$ cat src/rtl/tpu_ctrl_if.sv
// Host/UB/VPU-facing signal bundle of the TPU command controller.
// The controller uses the slave modport; the host side uses master.
interface tpu_ctrl_if;
    logic       cmd_valid_in;
    logic       cmd_ready_out;
    logic [5:0] cmd_w_addr_in;
    logic [5:0] cmd_w_loc_in;
    logic [5:0] cmd_x_addr_in;
    logic [5:0] cmd_x_loc_in;
    logic [5:0] cmd_b_addr_in;
    logic [5:0] cmd_b_loc_in;
    logic [5:0] cmd_out_addr_in;
    logic       cmd_w_transpose_in;
    logic       cmd_x_transpose_in;
    logic [3:0] cmd_pathway_in;
    logic [5:0] cmd_rows_in;
    logic       vpu_wb_valid_in;

    logic       ub_rd_weight_start_out;
    logic       ub_rd_input_start_out;
    logic       ub_rd_bias_start_out;
    logic       sys_switch_out;
    logic       ub_wr_addr_valid_out;
    logic [5:0] ub_rd_weight_addr_out;
    logic [5:0] ub_rd_weight_loc_out;
    logic [5:0] ub_rd_input_addr_out;
    logic [5:0] ub_rd_input_loc_out;
    logic [5:0] ub_rd_bias_addr_out;
    logic [5:0] ub_rd_bias_loc_out;
    logic [5:0] ub_wr_addr_out;
    logic       ub_rd_weight_transpose_out;
    logic       ub_rd_input_transpose_out;
    logic [3:0] vpu_data_pathway_out;
    logic       busy_out;
    logic       done_out;
    logic       err_out;

    modport master (
        output cmd_valid_in, cmd_w_addr_in, cmd_w_loc_in, cmd_x_addr_in, cmd_x_loc_in,
               cmd_b_addr_in, cmd_b_loc_in, cmd_out_addr_in, cmd_w_transpose_in,
               cmd_x_transpose_in, cmd_pathway_in, cmd_rows_in, vpu_wb_valid_in,
        input  cmd_ready_out, ub_rd_weight_start_out, ub_rd_input_start_out,
               ub_rd_bias_start_out, sys_switch_out, ub_wr_addr_valid_out,
               ub_rd_weight_addr_out, ub_rd_weight_loc_out, ub_rd_input_addr_out,
               ub_rd_input_loc_out, ub_rd_bias_addr_out, ub_rd_bias_loc_out,
               ub_wr_addr_out, ub_rd_weight_transpose_out, ub_rd_input_transpose_out,
               vpu_data_pathway_out, busy_out, done_out, err_out
    );

    modport slave (
        input  cmd_valid_in, cmd_w_addr_in, cmd_w_loc_in, cmd_x_addr_in, cmd_x_loc_in,
               cmd_b_addr_in, cmd_b_loc_in, cmd_out_addr_in, cmd_w_transpose_in,
               cmd_x_transpose_in, cmd_pathway_in, cmd_rows_in, vpu_wb_valid_in,
        output cmd_ready_out, ub_rd_weight_start_out, ub_rd_input_start_out,
               ub_rd_bias_start_out, sys_switch_out, ub_wr_addr_valid_out,
               ub_rd_weight_addr_out, ub_rd_weight_loc_out, ub_rd_input_addr_out,
               ub_rd_input_loc_out, ub_rd_bias_addr_out, ub_rd_bias_loc_out,
               ub_wr_addr_out, ub_rd_weight_transpose_out, ub_rd_input_transpose_out,
               vpu_data_pathway_out, busy_out, done_out, err_out
    );
endinterface

$ cat src/rtl/tpu_ctrl.sv
// Single-command sequencer: load weights, switch array, stream inputs, then
// wait for the VPU writeback pulses (with timeout) before reporting done.
module tpu_ctrl #(
    parameter int unsigned W_SETTLE = 4,
    parameter int unsigned TIMEOUT  = 255
) (
    input  logic      clk,
    input  logic      rst,
    tpu_ctrl_if.slave bus
);

    localparam logic [3:0] SETTLE_LAST = 4'(W_SETTLE - 1);
    localparam logic [7:0] TIMEOUT_CNT = 8'(TIMEOUT);

    typedef enum logic [2:0] {
        S_IDLE, S_LOAD_W, S_SWITCH, S_STREAM, S_WAIT_WB, S_DONE
    } state_e;

    typedef struct packed {
        logic [5:0] w_addr;
        logic [5:0] w_loc;
        logic [5:0] x_addr;
        logic [5:0] x_loc;
        logic [5:0] b_addr;
        logic [5:0] b_loc;
        logic [5:0] out_addr;
        logic       w_transpose;
        logic       x_transpose;
        logic [3:0] pathway;
    } cmd_t;

    typedef struct packed {
        logic ready;
        logic busy;
        logic done;
        logic err;
        logic w_start;
        logic x_start;
        logic b_start;
        logic sys_switch;
        logic wr_valid;
        cmd_t cmd;
    } out_t;

    state_e     state_q, state_d;
    cmd_t       cmd_q, cmd_d, cmd_in;
    logic [5:0] rows_q, rows_d;
    logic [3:0] settle_q, settle_d;
    logic [7:0] wb_cnt_q, wb_cnt_d;
    logic [7:0] to_cnt_q, to_cnt_d;
    out_t       out_q, out_d;
    logic       accept;
    logic       timeout_hit;

    assign accept = bus.cmd_valid_in & out_q.ready;

    assign cmd_in = '{
        w_addr:      bus.cmd_w_addr_in,
        w_loc:       bus.cmd_w_loc_in,
        x_addr:      bus.cmd_x_addr_in,
        x_loc:       bus.cmd_x_loc_in,
        b_addr:      bus.cmd_b_addr_in,
        b_loc:       bus.cmd_b_loc_in,
        out_addr:    bus.cmd_out_addr_in,
        w_transpose: bus.cmd_w_transpose_in,
        x_transpose: bus.cmd_x_transpose_in,
        pathway:     bus.cmd_pathway_in
    };

    always_ff @(posedge clk) begin
        if (rst) begin
            state_q       <= S_IDLE;
            cmd_q         <= '0;
            rows_q        <= '0;
            settle_q      <= '0;
            wb_cnt_q      <= '0;
            to_cnt_q      <= '0;
            out_q         <= '0;
            out_q.ready   <= 1'b1;
        end else begin
            state_q  <= state_d;
            cmd_q    <= cmd_d;
            rows_q   <= rows_d;
            settle_q <= settle_d;
            wb_cnt_q <= wb_cnt_d;
            to_cnt_q <= to_cnt_d;
            out_q    <= out_d;
        end
    end

    // NOTE: every comb output is defaulted first so no path can infer a latch.
    always_comb begin
        state_d     = state_q;
        cmd_d       = cmd_q;
        rows_d      = rows_q;
        settle_d    = settle_q;
        wb_cnt_d    = wb_cnt_q;
        to_cnt_d    = to_cnt_q;
        timeout_hit = 1'b0;
        case (state_q)
            S_IDLE: begin
                if (accept) begin
                    state_d  = S_LOAD_W;
                    cmd_d    = cmd_in;
                    rows_d   = bus.cmd_rows_in;
                    settle_d = '0;
                    wb_cnt_d = '0;
                end
            end
            S_LOAD_W: begin
                if (settle_q == SETTLE_LAST) state_d = S_SWITCH;
                else                         settle_d = settle_q + 4'd1;
            end
            S_SWITCH: state_d = S_STREAM;
            S_STREAM: begin
                if (bus.vpu_wb_valid_in) wb_cnt_d = wb_cnt_q + 8'd1;
                to_cnt_d = '0;
                state_d  = (rows_q == 6'd0) ? S_DONE : S_WAIT_WB;
            end
            S_WAIT_WB: begin
                if (bus.vpu_wb_valid_in) wb_cnt_d = wb_cnt_q + 8'd1;
                to_cnt_d = to_cnt_q + 8'd1;
                // Completion is checked first so a last pulse beats a coincident timeout.
                if (wb_cnt_d >= {2'b00, rows_q}) begin
                    state_d = S_DONE;
                end else if (to_cnt_d == TIMEOUT_CNT) begin
                    state_d     = S_IDLE;
                    timeout_hit = 1'b1;
                end
            end
            S_DONE:  state_d = S_IDLE;
            default: state_d = S_IDLE;
        endcase
    end

    // NOTE: outputs are decoded from the next state and registered, so they
    // line up with state_q yet never carry combinational glitches off-chip.
    always_comb begin
        out_d            = '0;
        out_d.ready      = (state_d == S_IDLE);
        out_d.busy       = (state_d != S_IDLE);
        out_d.done       = (state_d == S_DONE);
        out_d.w_start    = (state_d == S_LOAD_W) && (state_q == S_IDLE);
        out_d.sys_switch = (state_d == S_SWITCH);
        out_d.x_start    = (state_d == S_STREAM);
        out_d.b_start    = (state_d == S_STREAM);
        out_d.wr_valid   = (state_d == S_STREAM);
        out_d.err        = out_q.err;
        if (accept)           out_d.err = 1'b0;
        else if (timeout_hit) out_d.err = 1'b1;
        if (state_d != S_IDLE) out_d.cmd = cmd_d;
    end

    assign bus.cmd_ready_out              = out_q.ready;
    assign bus.busy_out                   = out_q.busy;
    assign bus.done_out                   = out_q.done;
    assign bus.err_out                    = out_q.err;
    assign bus.ub_rd_weight_start_out     = out_q.w_start;
    assign bus.ub_rd_input_start_out      = out_q.x_start;
    assign bus.ub_rd_bias_start_out       = out_q.b_start;
    assign bus.sys_switch_out             = out_q.sys_switch;
    assign bus.ub_wr_addr_valid_out       = out_q.wr_valid;
    assign bus.ub_rd_weight_addr_out      = out_q.cmd.w_addr;
    assign bus.ub_rd_weight_loc_out       = out_q.cmd.w_loc;
    assign bus.ub_rd_input_addr_out       = out_q.cmd.x_addr;
    assign bus.ub_rd_input_loc_out        = out_q.cmd.x_loc;
    assign bus.ub_rd_bias_addr_out        = out_q.cmd.b_addr;
    assign bus.ub_rd_bias_loc_out         = out_q.cmd.b_loc;
    assign bus.ub_wr_addr_out             = out_q.cmd.out_addr;
    assign bus.ub_rd_weight_transpose_out = out_q.cmd.w_transpose;
    assign bus.ub_rd_input_transpose_out  = out_q.cmd.x_transpose;
    assign bus.vpu_data_pathway_out       = out_q.cmd.pathway;

endmodule

$ cat src/flat_wrapper.sv
// flat-port wrapper written by rule: the top's interface ports become plain ports
module tpu_ctrl_flat 
#(
    parameter int unsigned W_SETTLE = 4,
    parameter int unsigned TIMEOUT  = 255
)
  (clk, rst, bus_cmd_valid_in, bus_cmd_w_addr_in, bus_cmd_w_loc_in, bus_cmd_x_addr_in, bus_cmd_x_loc_in, bus_cmd_b_addr_in, bus_cmd_b_loc_in, bus_cmd_out_addr_in, bus_cmd_w_transpose_in, bus_cmd_x_transpose_in, bus_cmd_pathway_in, bus_cmd_rows_in, bus_vpu_wb_valid_in, bus_cmd_ready_out, bus_ub_rd_weight_start_out, bus_ub_rd_input_start_out, bus_ub_rd_bias_start_out, bus_sys_switch_out, bus_ub_wr_addr_valid_out, bus_ub_rd_weight_addr_out, bus_ub_rd_weight_loc_out, bus_ub_rd_input_addr_out, bus_ub_rd_input_loc_out, bus_ub_rd_bias_addr_out, bus_ub_rd_bias_loc_out, bus_ub_wr_addr_out, bus_ub_rd_weight_transpose_out, bus_ub_rd_input_transpose_out, bus_vpu_data_pathway_out, bus_busy_out, bus_done_out, bus_err_out);
  tpu_ctrl_if bus_i ();
  input  logic clk;
  input  logic rst;
  input wire logic [$bits(bus_i.cmd_valid_in)-1:0] bus_cmd_valid_in;
  input wire logic [$bits(bus_i.cmd_w_addr_in)-1:0] bus_cmd_w_addr_in;
  input wire logic [$bits(bus_i.cmd_w_loc_in)-1:0] bus_cmd_w_loc_in;
  input wire logic [$bits(bus_i.cmd_x_addr_in)-1:0] bus_cmd_x_addr_in;
  input wire logic [$bits(bus_i.cmd_x_loc_in)-1:0] bus_cmd_x_loc_in;
  input wire logic [$bits(bus_i.cmd_b_addr_in)-1:0] bus_cmd_b_addr_in;
  input wire logic [$bits(bus_i.cmd_b_loc_in)-1:0] bus_cmd_b_loc_in;
  input wire logic [$bits(bus_i.cmd_out_addr_in)-1:0] bus_cmd_out_addr_in;
  input wire logic [$bits(bus_i.cmd_w_transpose_in)-1:0] bus_cmd_w_transpose_in;
  input wire logic [$bits(bus_i.cmd_x_transpose_in)-1:0] bus_cmd_x_transpose_in;
  input wire logic [$bits(bus_i.cmd_pathway_in)-1:0] bus_cmd_pathway_in;
  input wire logic [$bits(bus_i.cmd_rows_in)-1:0] bus_cmd_rows_in;
  input wire logic [$bits(bus_i.vpu_wb_valid_in)-1:0] bus_vpu_wb_valid_in;
  output wire logic [$bits(bus_i.cmd_ready_out)-1:0] bus_cmd_ready_out;
  output wire logic [$bits(bus_i.ub_rd_weight_start_out)-1:0] bus_ub_rd_weight_start_out;
  output wire logic [$bits(bus_i.ub_rd_input_start_out)-1:0] bus_ub_rd_input_start_out;
  output wire logic [$bits(bus_i.ub_rd_bias_start_out)-1:0] bus_ub_rd_bias_start_out;
  output wire logic [$bits(bus_i.sys_switch_out)-1:0] bus_sys_switch_out;
  output wire logic [$bits(bus_i.ub_wr_addr_valid_out)-1:0] bus_ub_wr_addr_valid_out;
  output wire logic [$bits(bus_i.ub_rd_weight_addr_out)-1:0] bus_ub_rd_weight_addr_out;
  output wire logic [$bits(bus_i.ub_rd_weight_loc_out)-1:0] bus_ub_rd_weight_loc_out;
  output wire logic [$bits(bus_i.ub_rd_input_addr_out)-1:0] bus_ub_rd_input_addr_out;
  output wire logic [$bits(bus_i.ub_rd_input_loc_out)-1:0] bus_ub_rd_input_loc_out;
  output wire logic [$bits(bus_i.ub_rd_bias_addr_out)-1:0] bus_ub_rd_bias_addr_out;
  output wire logic [$bits(bus_i.ub_rd_bias_loc_out)-1:0] bus_ub_rd_bias_loc_out;
  output wire logic [$bits(bus_i.ub_wr_addr_out)-1:0] bus_ub_wr_addr_out;
  output wire logic [$bits(bus_i.ub_rd_weight_transpose_out)-1:0] bus_ub_rd_weight_transpose_out;
  output wire logic [$bits(bus_i.ub_rd_input_transpose_out)-1:0] bus_ub_rd_input_transpose_out;
  output wire logic [$bits(bus_i.vpu_data_pathway_out)-1:0] bus_vpu_data_pathway_out;
  output wire logic [$bits(bus_i.busy_out)-1:0] bus_busy_out;
  output wire logic [$bits(bus_i.done_out)-1:0] bus_done_out;
  output wire logic [$bits(bus_i.err_out)-1:0] bus_err_out;
  assign bus_i.cmd_valid_in = bus_cmd_valid_in;
  assign bus_i.cmd_w_addr_in = bus_cmd_w_addr_in;
  assign bus_i.cmd_w_loc_in = bus_cmd_w_loc_in;
  assign bus_i.cmd_x_addr_in = bus_cmd_x_addr_in;
  assign bus_i.cmd_x_loc_in = bus_cmd_x_loc_in;
  assign bus_i.cmd_b_addr_in = bus_cmd_b_addr_in;
  assign bus_i.cmd_b_loc_in = bus_cmd_b_loc_in;
  assign bus_i.cmd_out_addr_in = bus_cmd_out_addr_in;
  assign bus_i.cmd_w_transpose_in = bus_cmd_w_transpose_in;
  assign bus_i.cmd_x_transpose_in = bus_cmd_x_transpose_in;
  assign bus_i.cmd_pathway_in = bus_cmd_pathway_in;
  assign bus_i.cmd_rows_in = bus_cmd_rows_in;
  assign bus_i.vpu_wb_valid_in = bus_vpu_wb_valid_in;
  assign bus_cmd_ready_out = bus_i.cmd_ready_out;
  assign bus_ub_rd_weight_start_out = bus_i.ub_rd_weight_start_out;
  assign bus_ub_rd_input_start_out = bus_i.ub_rd_input_start_out;
  assign bus_ub_rd_bias_start_out = bus_i.ub_rd_bias_start_out;
  assign bus_sys_switch_out = bus_i.sys_switch_out;
  assign bus_ub_wr_addr_valid_out = bus_i.ub_wr_addr_valid_out;
  assign bus_ub_rd_weight_addr_out = bus_i.ub_rd_weight_addr_out;
  assign bus_ub_rd_weight_loc_out = bus_i.ub_rd_weight_loc_out;
  assign bus_ub_rd_input_addr_out = bus_i.ub_rd_input_addr_out;
  assign bus_ub_rd_input_loc_out = bus_i.ub_rd_input_loc_out;
  assign bus_ub_rd_bias_addr_out = bus_i.ub_rd_bias_addr_out;
  assign bus_ub_rd_bias_loc_out = bus_i.ub_rd_bias_loc_out;
  assign bus_ub_wr_addr_out = bus_i.ub_wr_addr_out;
  assign bus_ub_rd_weight_transpose_out = bus_i.ub_rd_weight_transpose_out;
  assign bus_ub_rd_input_transpose_out = bus_i.ub_rd_input_transpose_out;
  assign bus_vpu_data_pathway_out = bus_i.vpu_data_pathway_out;
  assign bus_busy_out = bus_i.busy_out;
  assign bus_done_out = bus_i.done_out;
  assign bus_err_out = bus_i.err_out;
  tpu_ctrl #(.W_SETTLE(W_SETTLE), .TIMEOUT(TIMEOUT)) u_core (.clk(clk), .rst(rst), .bus(bus_i));
endmodule
$ cat config.mk
export PLATFORM = sky130hd
export DESIGN_NAME = tpu_ctrl_flat
export DESIGN_NICKNAME = d
export VERILOG_FILES = /design/src/rtl/tpu_ctrl_if.sv /design/src/rtl/tpu_ctrl.sv /design/src/flat_wrapper.sv
export SDC_FILE = /design/constraint.sdc
export NUM_CORES = 1
export LEC_CHECK = 0
export ABC_AREA = 0
export CAP_MARGIN = 0
export CORE_ASPECT_RATIO = 0.75
export CORE_UTILIZATION = 25
export CTS_CLUSTER_DIAMETER = 80
export DETAILED_ROUTE_END_ITERATION = 10
export GPL_ROUTABILITY_DRIVEN = 0
export PLACE_DENSITY = 0.49
export SYNTH_ARGS = -nofsm -noshare
export SYNTH_HDL_FRONTEND = slang
export SYNTH_SLANG_ARGS = --single-unit
$ cat constraint.sdc
create_clock -name clk -period 2.9 [get_ports clk]
set_input_delay 0.87 -clock clk [delete_from_list [all_inputs] [get_ports clk]]
set_output_delay 0.87 -clock clk [all_outputs]
set_load 0.005 [all_outputs]
==> flow_summary.ini <==
[run_status]
outcome = finished clean

[timing]
fin_setup_tns_ns = 0
finClkSkew_ns = 0.01191
rsz0062_at_grt = no
finalSetupViolCount = 0
max_freq_mhz = 364.6
worstMarginPinSlew_ns = 1.052
max-slew-margin-rel_pct = 29.85
fin_crit_ns = 2.743
hold_viol = 0
drv_slew = 0
fin_crit_sh_pct = 94.57
setup_ws_ns = 0.1574

[power]
power_density_mw_per_mm2 = 644.4
combPwrFrac_pct = 10.8
pwr-share-clk_pct = 46.7
sw_frac_of_total_pct = 24.57
leakagePower_nw = 2.535
p_sw_w = 0.001126
pwr-share-seq_pct = 42.5
ir_drop_uv = 322.1
intPower_w = 0.003457

[critical_path]
worstPathRequired_ns = 3.18
startpoint_type = input port
crit_path_frequent_cell = o31ai_4
slowest_delay_ns = 0.31
worstPathMaxFanout = 19
critPathArrivalTime_ns = 3.02
crit_buf_inv = 3
cp_slowest_cell = ha_1
reg2reg_setup_slack_ns = 0.33
crit_family = compound AO/OA/AOI/OAI gates
cp-end-kind = flip-flop
crit_type = in -> reg
cp_cell_sequence = dlygate4sd2_1 > and3_4 > nand3_1 > xnor2_1 > ha_1 > a21oi_2 > o31ai_4 > o31ai_4 > buf_4 > buf_12 > a21boi_0

[yosys]
ys_top_cells_by_area = dfxtp_1 54%, nand2_1 9.4%, a21oi_1 8.3%, a21boi_0 7.1%, ha_1 2.5%
synth_edf_count = 0
netlist_area_sq_mm = 0.004937
synthMuxAreaShare_pct = 0.4308
ys_ff_latch = 132
synth_top_area_cell = dfxtp_1
yosysMostFrequentCell = dfxtp_1
synth_fa_ha_area_share_pct = 2.534
synth_top_area_share_pct = 53.52
synth_commonest_cells = 132 x dfxtp_1, 124 x nand2_1, 82 x a21oi_1, 47 x a21boi_0, 29 x clkbuf_1
synthArstFlopShare_pct = 0
seq_area_frac_synth_pct = 53.52
synth_top_family_by_area = compound AO/OA/AOI/OAI gates
avgSynthCellArea_sq_um = 8.848
syn-num-nets = 626
synth.distinct_cells = 46
synth_ff_type = dfxtp_1
yosys.area_share.xor_xnor_pct = 1.597
synth-simple-area-share_pct = 17.56
synth-compound-area-share_pct = 20.30
synth_cells = 558
yosys_warnings = 0

[placed_design]
pre_cts_slack_ns = -0.5277
io_buffers = 114
dp_hpwl_mm = 8.419
place_area_sq_mm = 0.006431
dp_cells = 901

[floorplan]
fp.coreArea_sq_mm = 0.01932
io_pins = 115
start_util_pct = 25.55
dieHeight_um = 123.7
fp-row-count = 44
die-area_sq_mm = 0.02032
dieWidth_um = 164.3

[drt]
drt_first_pass_iters = 4
drc = 0
wire_per_inst_um = 14.33
avgViaCountPerCell = 4.573
drtAntennaViolNets = 0
wirelength_mm = 13.42
drtIter0Drc = 170
num_vias = 4280

[clock_network]
cts_root_buf = clkbuf_16
clk-insertion-delay-late_ns = 0.42
clockBufferDepth = 2
cts_made_buffers = 17
path_clk_slew_ns = 0.06
cts.sinks = 132
cts_tree = done
cts_hold_buf = 0
h-tree-depth = 4

[finish]
stdcell_area_sq_mm = 0.007113
area_growth_pct = 44.07
insertedDiodeCount = 0
drive_gt1_share_pct = 9.810
final_nets = 738
stdcell_count = 936

[job]
maxCapViolCount = 0

[global_routing]
grt_max_degree = 81
global_route.usage.total_pct = 13.87
grt_pass1_vias = 4136
grt_overflow_total = 0
antenna_found_initial = 0
grt_pass1_wl_mm = 21.27

[worst_hold_path]
worstHoldPathType = reg -> reg
-- final cells by class --
cell class                 count  area, sq um
multi-input combinational    378         2158
fill                        1956        12210
inverter                       7        26.28
clock inverter                13        150.1
timing repair buffer         134         1376
clock buffer                  19        442.9
tap                          253        316.6
sequential                   132         2643
-- routing by layer --
layer	wire (um)	track usage, %
met5	0	0
met1	6645	18.32
met3	752	4.695
met4	140	4.688
met2	5879	21.04
-- worst reg2reg max path, cell delays in order, from the launching register on --
cell	delay [ns]
dfxtp_1	0.42
ha_1	0.28
nand3_1	0.15
or3_1	0.39
a2111o_1	0.49
o31ai_4	0.27
buf_4	0.18
buf_12	0.15
a21boi_0	0.12
-- what timing repair did --
item | CTS | global route
setup endpoints to repair | 50 | 0
hold endpoints to repair | 0 | 0
buffers inserted | 2 | 0
resized for setup | 10 | 0
-- layout by cell type, fill, tap and decap left out, types with 6 or more instances in the layout --
| cell | n |
|---|---|
| dfxtp_1 | 132 |
| nand2_1 | 124 |
| clkdlybuf4s50_1 | 112 |
| a21oi_1 | 80 |
| a21boi_0 | 47 |
| nor2_1 | 22 |
| clkbuf_16 | 17 |
| buf_4 | 13 |
| o21ai_0 | 11 |
| ha_1 | 10 |
| nand3_1 | 8 |
| inv_1 | 7 |
| xnor2_1 | 6 |
| nor3_1 | 6 |
-- worst paths after layout --
check	start	end	cells past startpoint
max	bus_vpu_wb_valid_in	u_core.bus.ub_rd_bias_loc_out[5]	11
min	u_core.cmd_q[41]	u_core.cmd_q[41]	2
max reg2reg	u_core.to_cnt_q[0]	u_core.bus.ub_rd_bias_loc_out[5]	8
min reg2reg	u_core.cmd_q[41]	u_core.cmd_q[41]	2
-- stage by stage --
step / hold WS, ns / utilization [%] / total power, W
CTS: 0.4559 / 36.81 / 0.004653
floorplan: 0.4349 / - / 0.002206
finish: 0.4531 / 36.81 / 0.004583
global placement: 0.4414 / 33.28 / 0.002480
global route: 0.4671 / 36.81 / 0.004809
detailed placement: 0.4468 / 33.28 / 0.002489
-- cells by family (layout without fill, tap and decap cells) --
group	Yosys count	in the layout
mux	2	2
simple gates	196	196
fa+ha+maj	10	10
flops	132	132
buf+inv	48	173
compound gates	161	161
xor+xnor	9	9
-- registers in the layout, summed over array words and instances (netlist names), 6 cells and up --
| signal | count |
|---|---|
| u_core.bus.ub_rd_bias_addr_out | 6 |
| u_core.bus.ub_rd_bias_loc_out | 6 |
| u_core.bus.ub_rd_input_addr_out | 6 |
| u_core.bus.ub_rd_input_loc_out | 6 |
| u_core.bus.ub_rd_weight_addr_out | 6 |
| u_core.bus.ub_rd_weight_loc_out | 6 |
| u_core.bus.ub_wr_addr_out | 6 |
| u_core.cmd_q | 48 |
| u_core.rows_q | 6 |
| u_core.to_cnt_q | 8 |
| u_core.wb_cnt_q | 8 |
-- power groups by stage --
| stage | combinational [W] | clock (W) | sequential, W |
|---|---|---|---|
| global route | 0.000545 | 0.00230 | 0.00196 |
| global placement | 0.000491 | 0 | 0.00199 |
| CTS | 0.000505 | 0.00220 | 0.00195 |
| floorplan | 0.000226 | 0 | 0.00198 |
| finish | 0.000493 | 0.00214 | 0.00195 |
| detailed placement | 0.000500 | 0 | 0.00199 |
No activity file was read; power rests on OpenSTA's default activity.
